File: src/rtl/ldpc_bitflip_decode.sv
// Hard-decision Gallager bit-flipping LDPC decoder, one check/flip pair per iteration.
// Define LDPC_DEC_EARLY_EXIT_EN to stop as soon as the syndrome clears (variable latency).
module ldpc_bitflip_decode #(
    parameter int N        = 6,
    parameter int K        = 3,
    parameter int MAX_ITER = 8
) (
    input  logic                            clk,
    input  logic                            i_rst_n,
    input  logic                            i_valid,
    output logic                            o_ready,
    input  logic [N-1:0]                    i_word,
    input  logic [(N-K)*N-1:0]              i_h,
    output logic                            o_valid,
    input  logic                            i_ready,
    output logic [N-1:0]                    o_word,
    output logic [K-1:0]                    o_info,
    output logic                            o_success,
    output logic [$clog2(MAX_ITER+1)-1:0]   o_iter
);

    localparam int M  = N - K;
    localparam int IW = $clog2(MAX_ITER + 1);
    localparam int CW = $clog2(M + 1);

    typedef enum logic [1:0] {
        IDLE,
        CHECK,
        FLIP,
        DONE
    } state_t;

    state_t          state_q;
    state_t          state_d;
    logic [N-1:0]    w_q;
    logic [M*N-1:0]  h_q;
    logic [M-1:0]    s_q;
    logic [M-1:0]    s_c;
    logic [IW-1:0]   iter_q;
    logic            success_q;
    logic [CW-1:0]   cnt [N];
    logic [CW-1:0]   cnt_max;
    logic [N-1:0]    flip_mask;
    logic            at_limit;
    logic            s_zero;
    logic            go_done;

    always_comb begin
        s_c = '0;
        for (int r = 0; r < M; r++) begin
            s_c[r] = ^(h_q[r*N +: N] & w_q);
        end
    end

    // Unsatisfied-check votes per bit; every bit sharing the top vote flips.
    always_comb begin
        cnt_max   = '0;
        flip_mask = '0;
        for (int c = 0; c < N; c++) begin
            cnt[c] = '0;
            for (int r = 0; r < M; r++) begin
                cnt[c] = cnt[c] + CW'(s_q[r] & h_q[r*N+c]);
            end
        end
        for (int c = 0; c < N; c++) begin
            if (cnt[c] > cnt_max) begin
                cnt_max = cnt[c];
            end
        end
        for (int c = 0; c < N; c++) begin
            flip_mask[c] = (cnt[c] == cnt_max) && (cnt_max != '0);
        end
    end

    assign at_limit = (iter_q == IW'(MAX_ITER));
    assign s_zero   = (s_c == '0);

`ifdef LDPC_DEC_EARLY_EXIT_EN
    assign go_done = s_zero || at_limit;
`else
    assign go_done = at_limit;
`endif

    always_ff @(posedge clk) begin
        if (!i_rst_n) begin
            state_q <= IDLE;
        end else begin
            state_q <= state_d;
        end
    end

    always_comb begin
        state_d = state_q;
        o_ready = 1'b0;
        o_valid = 1'b0;
        unique case (state_q)
            IDLE: begin
                o_ready = 1'b1;
                if (i_valid) begin
                    state_d = CHECK;
                end
            end
            CHECK: begin
                state_d = go_done ? DONE : FLIP;
            end
            FLIP: begin
                state_d = CHECK;
            end
            DONE: begin
                o_valid = 1'b1;
                if (i_ready) begin
                    state_d = IDLE;
                end
            end
            default: begin
                state_d = IDLE;
            end
        endcase
    end

    always_ff @(posedge clk) begin
        if (!i_rst_n) begin
            w_q       <= '0;
            h_q       <= '0;
            s_q       <= '0;
            iter_q    <= '0;
            success_q <= 1'b0;
        end else begin
            unique case (state_q)
                IDLE: begin
                    if (i_valid) begin
                        w_q       <= i_word;
                        h_q       <= i_h;
                        s_q       <= '0;
                        iter_q    <= '0;
                        success_q <= 1'b0;
                    end
                end
                CHECK: begin
                    s_q <= s_c;
                    if (go_done) begin
                        success_q <= s_zero;
                    end
                end
                FLIP: begin
                    w_q    <= w_q ^ flip_mask;
                    iter_q <= iter_q + IW'(1);
                end
                default: begin
                end
            endcase
        end
    end

    assign o_word    = w_q;
    assign o_info    = w_q[N-1:N-K];
    assign o_success = success_q;
    assign o_iter    = iter_q;

endmodule

File: config.mk
export PLATFORM = sky130hd
export DESIGN_NAME = ldpc_bitflip_decode
export DESIGN_NICKNAME = d
export VERILOG_FILES = /design/src/rtl/ldpc_bitflip_decode.sv
export SDC_FILE = /design/constraint.sdc
export NUM_CORES = 1
export LEC_CHECK = 0
export BUFFER_PORTS_ARGS = -buffer_cell sky130_fd_sc_hd__buf_2
export CORE_AREA = 2 2 67 82
export DETAILED_ROUTE_END_ITERATION = 12
export DIE_AREA = 0 0 69 84
export HOLD_SLACK_MARGIN = 0.02
export PLACE_DENSITY_LB_ADDON = 0.15
export RECOVER_POWER = 50
export SYNTH_ARGS = -nofsm -noshare
export SYNTH_HDL_FRONTEND = slang
export SYNTH_SLANG_ARGS = --single-unit
File: constraint.sdc
create_clock -name clk -period 18.1 [get_ports clk]
set_clock_uncertainty 0.2 [all_clocks]
set_input_delay 3.62 -clock clk [delete_from_list [all_inputs] [get_ports clk]]
set_output_delay 3.62 -clock clk [all_outputs]
set_load 0.05 [all_outputs]
**After elaboration in Yosys (flattened, before gate mapping)**

Cells that the tools add are included.

- Flip-flop bits (word level): 34
- Bits of input ports: 28
- Output and inout port bits: 16
- Logic and storage cells: 100

- $add $sub $neg: 13
- Magnitude comparators: 6
- Equality and inequality tests: 13
- Multiplexer cells: 21
- Bitwise gates (word level): 22
- Reductions and logical operators: 19

Operator list:

| cell | count |
|---|---|
| 1-bit AND | 18 |
| 6-bit AND | 3 |
| 6-bit parity | 3 |
| 2-bit two-way mux | 8 |
| 1-bit by 1-bit adder with 2-bit output | 6 |
| 2-bit by 1-bit adder with 2-bit output | 6 |
| 2-bit equality test | 6 |
| 6-bit case mux with 2 select lines | 1 |
| 2-bit greater-than comparator | 5 |
| 2-bit case mux with 4 select lines | 1 |
| 4-bit case mux with 2 select lines | 1 |
| 2-bit AND reduction | 4 |
| 1-bit logical AND | 6 |
| 6-bit two-way mux | 1 |
| 2-bit inequality test (second input constant) | 3 |
| 3-bit case mux with 2 select lines | 1 |
| 2-bit nonzero test | 3 |
| 6-bit bitwise XOR | 1 |
| 1-bit two-way mux | 5 |
| 4-bit by 1-bit adder with 4-bit output (second input constant) | 1 |
| 2-bit equality test (second input constant) | 2 |
| 4-bit equality test (second input constant) | 1 |
| 4-bit two-way mux | 1 |
| 3-bit zero test | 1 |
| 6 further kinds | 6 |

**Logic depth before layout (Yosys ltp)**

- Depth after elaboration: 19
- Depth in mapped cells: 30
- Mapped depth without buffers: 30

**Worst setup path before layout**

Ideal clock, no wire load.

- Path type: register -> register
- From: reg s_q[0]
- To: reg w_q[3] (netlist: o_word[3])
- Setup time: 64 ps
- Data arrival time: 5442 ps
- Required time: 17836 ps
- Setup slack: 12394 ps
- Stages on the path, launching flop included: 28
- Buffers on the path: 0
- Period minus slack after synthesis: 5706 ps
- Cell sequence: dfxtp_1 > and2_1 > fa_1 > ha_1 > nor2b_1 > o211ai_1 > nand2_1 > ha_1 > nand2_1 > o211a_1 > a31oi_1 > ha_1 > and2_1 > a211oi_1 > a311o_2 > nand2_1 > ha_1 > nor3_1 > a31o_2 > a32oi_1 > ha_1 > nand2_1 > o21ai_0 > and2_1 > a22o_4 > o41ai_2 > mux2_1 > nand3_1

- Longest elaborated chain between the ends: 19
- Elaborated cells on any way between the ends: 35
- Classes of those cells: add/sub: 12; order compare: 6; eq/ne: 1; mux: 7; bitwise: 7; reduce/logical: 2

Ends and longest elaborated chain:

| item | line | RTL |
|---|---|---|
| from (decl) | 37 | `logic [M-1:0] s_q;` |
| from (signal assigned) | 125 | `s_q <= '0;` |
| from (signal assigned) | 134 | `s_q <= '0;` |
| from (signal assigned) | 140 | `s_q <= s_c;` |
| 1-bit AND | 62 | `cnt[c] = cnt[c] + CW'(s_q[r] & h_q[r*N+c]);` |
| 1-bit by 1-bit adder with 2-bit output | 62 |  |
| 2-bit by 1-bit adder with 2-bit output | 62 |  |
| 2-bit by 1-bit greater-than comparator with 1-bit output | 66 | `if (cnt[c] > cnt_max) begin` |
| 2-bit two-way mux | 66 |  |
| 2-bit greater-than comparator | 66 |  |
| 2-bit two-way mux | 66 |  |
| 2-bit greater-than comparator | 66 |  |
| (+3 left out) | n/a |  |
| 2-bit greater-than comparator | 66 |  |
| 2-bit two-way mux | 66 |  |
| 2-bit greater-than comparator | 66 |  |
| 2-bit two-way mux | 66 |  |
| 2-bit equality test or 2-bit nonzero test (tied branches) | 71 | `flip_mask[c] = (cnt[c] == cnt_max) && (cnt_max != '0);` |
| 1-bit logical AND (*) | 71 |  |
| 6-bit bitwise XOR (*) | 146 | `w_q <= w_q ^ flip_mask;` |
| 6-bit case mux with 2 select lines (*) | 129 | `unique case (state_q)` |
| to (signal assigned) | 132 | `w_q <= i_word;` |
| to (signal assigned) | 146 |  |
| to (decl) | 35 | `logic [N-1:0] w_q;` |

Mark *: on every way between the ends. The rest lies on a longest branch, timed or not.
A chain may end at the register's enable or synchronous reset.

**Worst setup path after layout**

- From: reg s_q[0]
- To: reg w_q[1] (netlist: o_word[1])

The elaborated chain is that of the path after synthesis.

==> out/metrics.cfg <==
[synth]
synth-seq-area-share=0.271
synth_commonest_cells=nand2_1, dfxtp_1, a21oi_1
yosys.area.top_type=dfxtp_1
synth_area_um2=2510
syn_nets=390
synth_top_area_frac=0.271
synth-seq-cells=34
avgSynthCellArea_um2=7.41
ys_types=41
yosysMostFrequentCell=nand2_1
async_flop_share=0
syn_inst=339
ys.flop_type=dfxtp_1
yosysWarningCount=0
ys_top_cells_by_area=dfxtp_1, nand2_1, ha_1, and2_1, a21oi_1
synth_edf_count=0

[floorplan]
die_x_um=69
io_pins=44
fp.dieArea_um2=5800
core_area_um2=5080
start_util=0.495
die_h_um=84
rows=29

[route]
drc=0
vias=2406
viasPerCell=5.51
first_pass_iters=4
post_drt_wl_per_cell_um=14.9
routed_wl_um=6490
drt_iter0_drc=71
postRouteAntennaNets=0

[worst_setup_path]
cp_slowest_cell=fa_1
critPathMaxStageDelay_ps=510
crit_arrival_ps=6360
path_class=reg2reg
cp-start-kind=flip-flop
cp_max_fo=7
cpMostUsedCell=ha_1
crit_end=o_word[1]
reg2regPathDepth=28
r2r_setup_slack_ps=11710
r2r-start=s_q[0]
end_kind=flip-flop
startpoint=s_q[0]
required_ps=18070
r2r-end=o_word[1]

[final_layout]
area_growth_syn_to_layout_pct=11.6
multi_input_area_um2=1700
seqCellArea_um2=681
fillers=530
utilization=0.552
diodes=0
nets=426
fin_area_um2=2800
drive_above_1_share=0.107

[hold_path]
hold_class=reg2reg

[clocking]
cts_hold_buf=0
cts.sinks=34
cts_buffer_depth=2
cts-buffers-inserted=5
cts_max_level=2
insertion_delay_ps=290
clk_pin_slew_worst_paths_ps=70
cts_root_buffer=clkbuf_8
cts.repair.resized=0
postCtsSetupBuffers=0
cts_tree=yes

[job]
drv_cap=0

[sta]
finalHoldViolations=0
max-slew-margin-rel=0.371
setup_violations=0
worst_slew_pin_slew_ps=944
fin_tns_setup_ps=0
drv_slew=0
fmax_mhz=156
min_period_over_period=0.353
rsz0062_at_grt=false
fin_crit_ps=6390

[grt]
grt_pass1_wl_um=10900
grt-ovfl-total=0
grt_max_degree=29
grt_pass1_vias=2360
antenna_found_initial=0
grt_usage=0.233

[power]
pwr_density_cell_nw_per_um2=61.7
p_leak_uw=0.00113
peakVddDrop_mv=0.0666

[placed_design]
place_hpwl_um=4950
dpl_cell_area_um2=2740
gp_congestion=0.880
io_buffers=43

[run_status]
status=finished, final reports clean

[routing by layer]
| layer | GRT usage | up-vias | wire [um] |
|---|---|---|---|
| li1 | - | 1224 | - |
| met3 | 0.0338 | 14 | 222 |
| met2 | 0.418 | 50 | 3220 |
| met5 | 0 | - | 0 |
| met4 | 0.102 | 0 | 183 |
| met1 | 0.273 | 1118 | 2860 |
[flip-flops by register name (all words and copies together) (netlist names)]
signal,count
state_q,2
h_q,18
o_iter,4
o_success,1
s_q,3
o_word,6
[power breakdown]
group / leakage [uW] / total [uW] / switching (uW) / internal (uW)
Clock: 0.0000373 / 54.1 / 27.7 / 26.4
Combinational: 0.000815 / 34.5 / 23.7 / 10.8
Sequential: 0.000278 / 84.5 / 5.36 / 79.1
Total: 0.00113 / 173 / 56.8 / 116
[through the flow]
| step | hold WS, ps | setup WS (ps) | instances | total power, uW |
|---|---|---|---|---|
| after floorplan | 245 | 12390 | 339 | 110 |
| after global placement | 256 | 11950 | 430 | 121 |
| after detailed placement | 269 | 11800 | 430 | 121 |
| after CTS | 279 | 11760 | 437 | 174 |
| after global routing | 297 | 11230 | 437 | 181 |
| final | 277 | 11710 | 437 | 173 |
[worst min path at each step]
stage,end,startpoint,cells past startpoint,slack (ps)
final,h_q[11],h_q[11],2,280
after global placement,h_q[8],h_q[8],2,260
after global routing,h_q[9],h_q[9],2,300
after detailed placement,h_q[9],h_q[9],2,270
after CTS,h_q[9],h_q[9],2,280
after floorplan,h_q[11],h_q[11],2,240
[worst max-delay path: cells and delay by family (launching register included)]
family | cells | cell delay (ps)
adder cells (fa/ha/maj) | 6 | 2010
flip-flops | 1 | 350
AND/OR/NAND/NOR | 12 | 1630
AO/OA/AOI/OAI | 10 | 2060
[placed cells by master (no fill, tap or decap), drive strengths merged, types with 2 or more instances in the layout]
cell type / instances
a21boi: 3
a21oi: 29
a31o: 2
a31oi: 7
and2: 24
and3: 4
buf: 27
clkbuf: 23
dfxtp: 34
fa: 6
ha: 17
inv: 17
mux2: 2
nand2: 74
nand2b: 3
nand3: 20
nor2: 11
nor2b: 5
nor3: 13
nor4: 3
nor4b: 2
o211ai: 2
o21ai: 12
or3: 5
xnor2: 13
xor2: 3
[logic make-up after synthesis]
group                    Yosys count  share of synthesized area
adder cells (fa/ha/maj)           23                      0.132
XOR/XNOR                          16                     0.0558
AND/OR/NAND/NOR                  167                      0.318
buffers and inverters             33                     0.0543
flip-flops                        34                      0.271
AO/OA/AOI/OAI                     64                      0.159
multiplexers                       2                    0.00896
[layout make-up]
class	instances	area share
repair buffers	44	0.0719
well taps	62	0.0277
flip-flops and latches	34	0.243
inverters	18	0.0241
clock inverters	1	0.00268
clock buffers	6	0.0259
multi-input cells	272	0.605
Power figures use the tool's default switching activity.
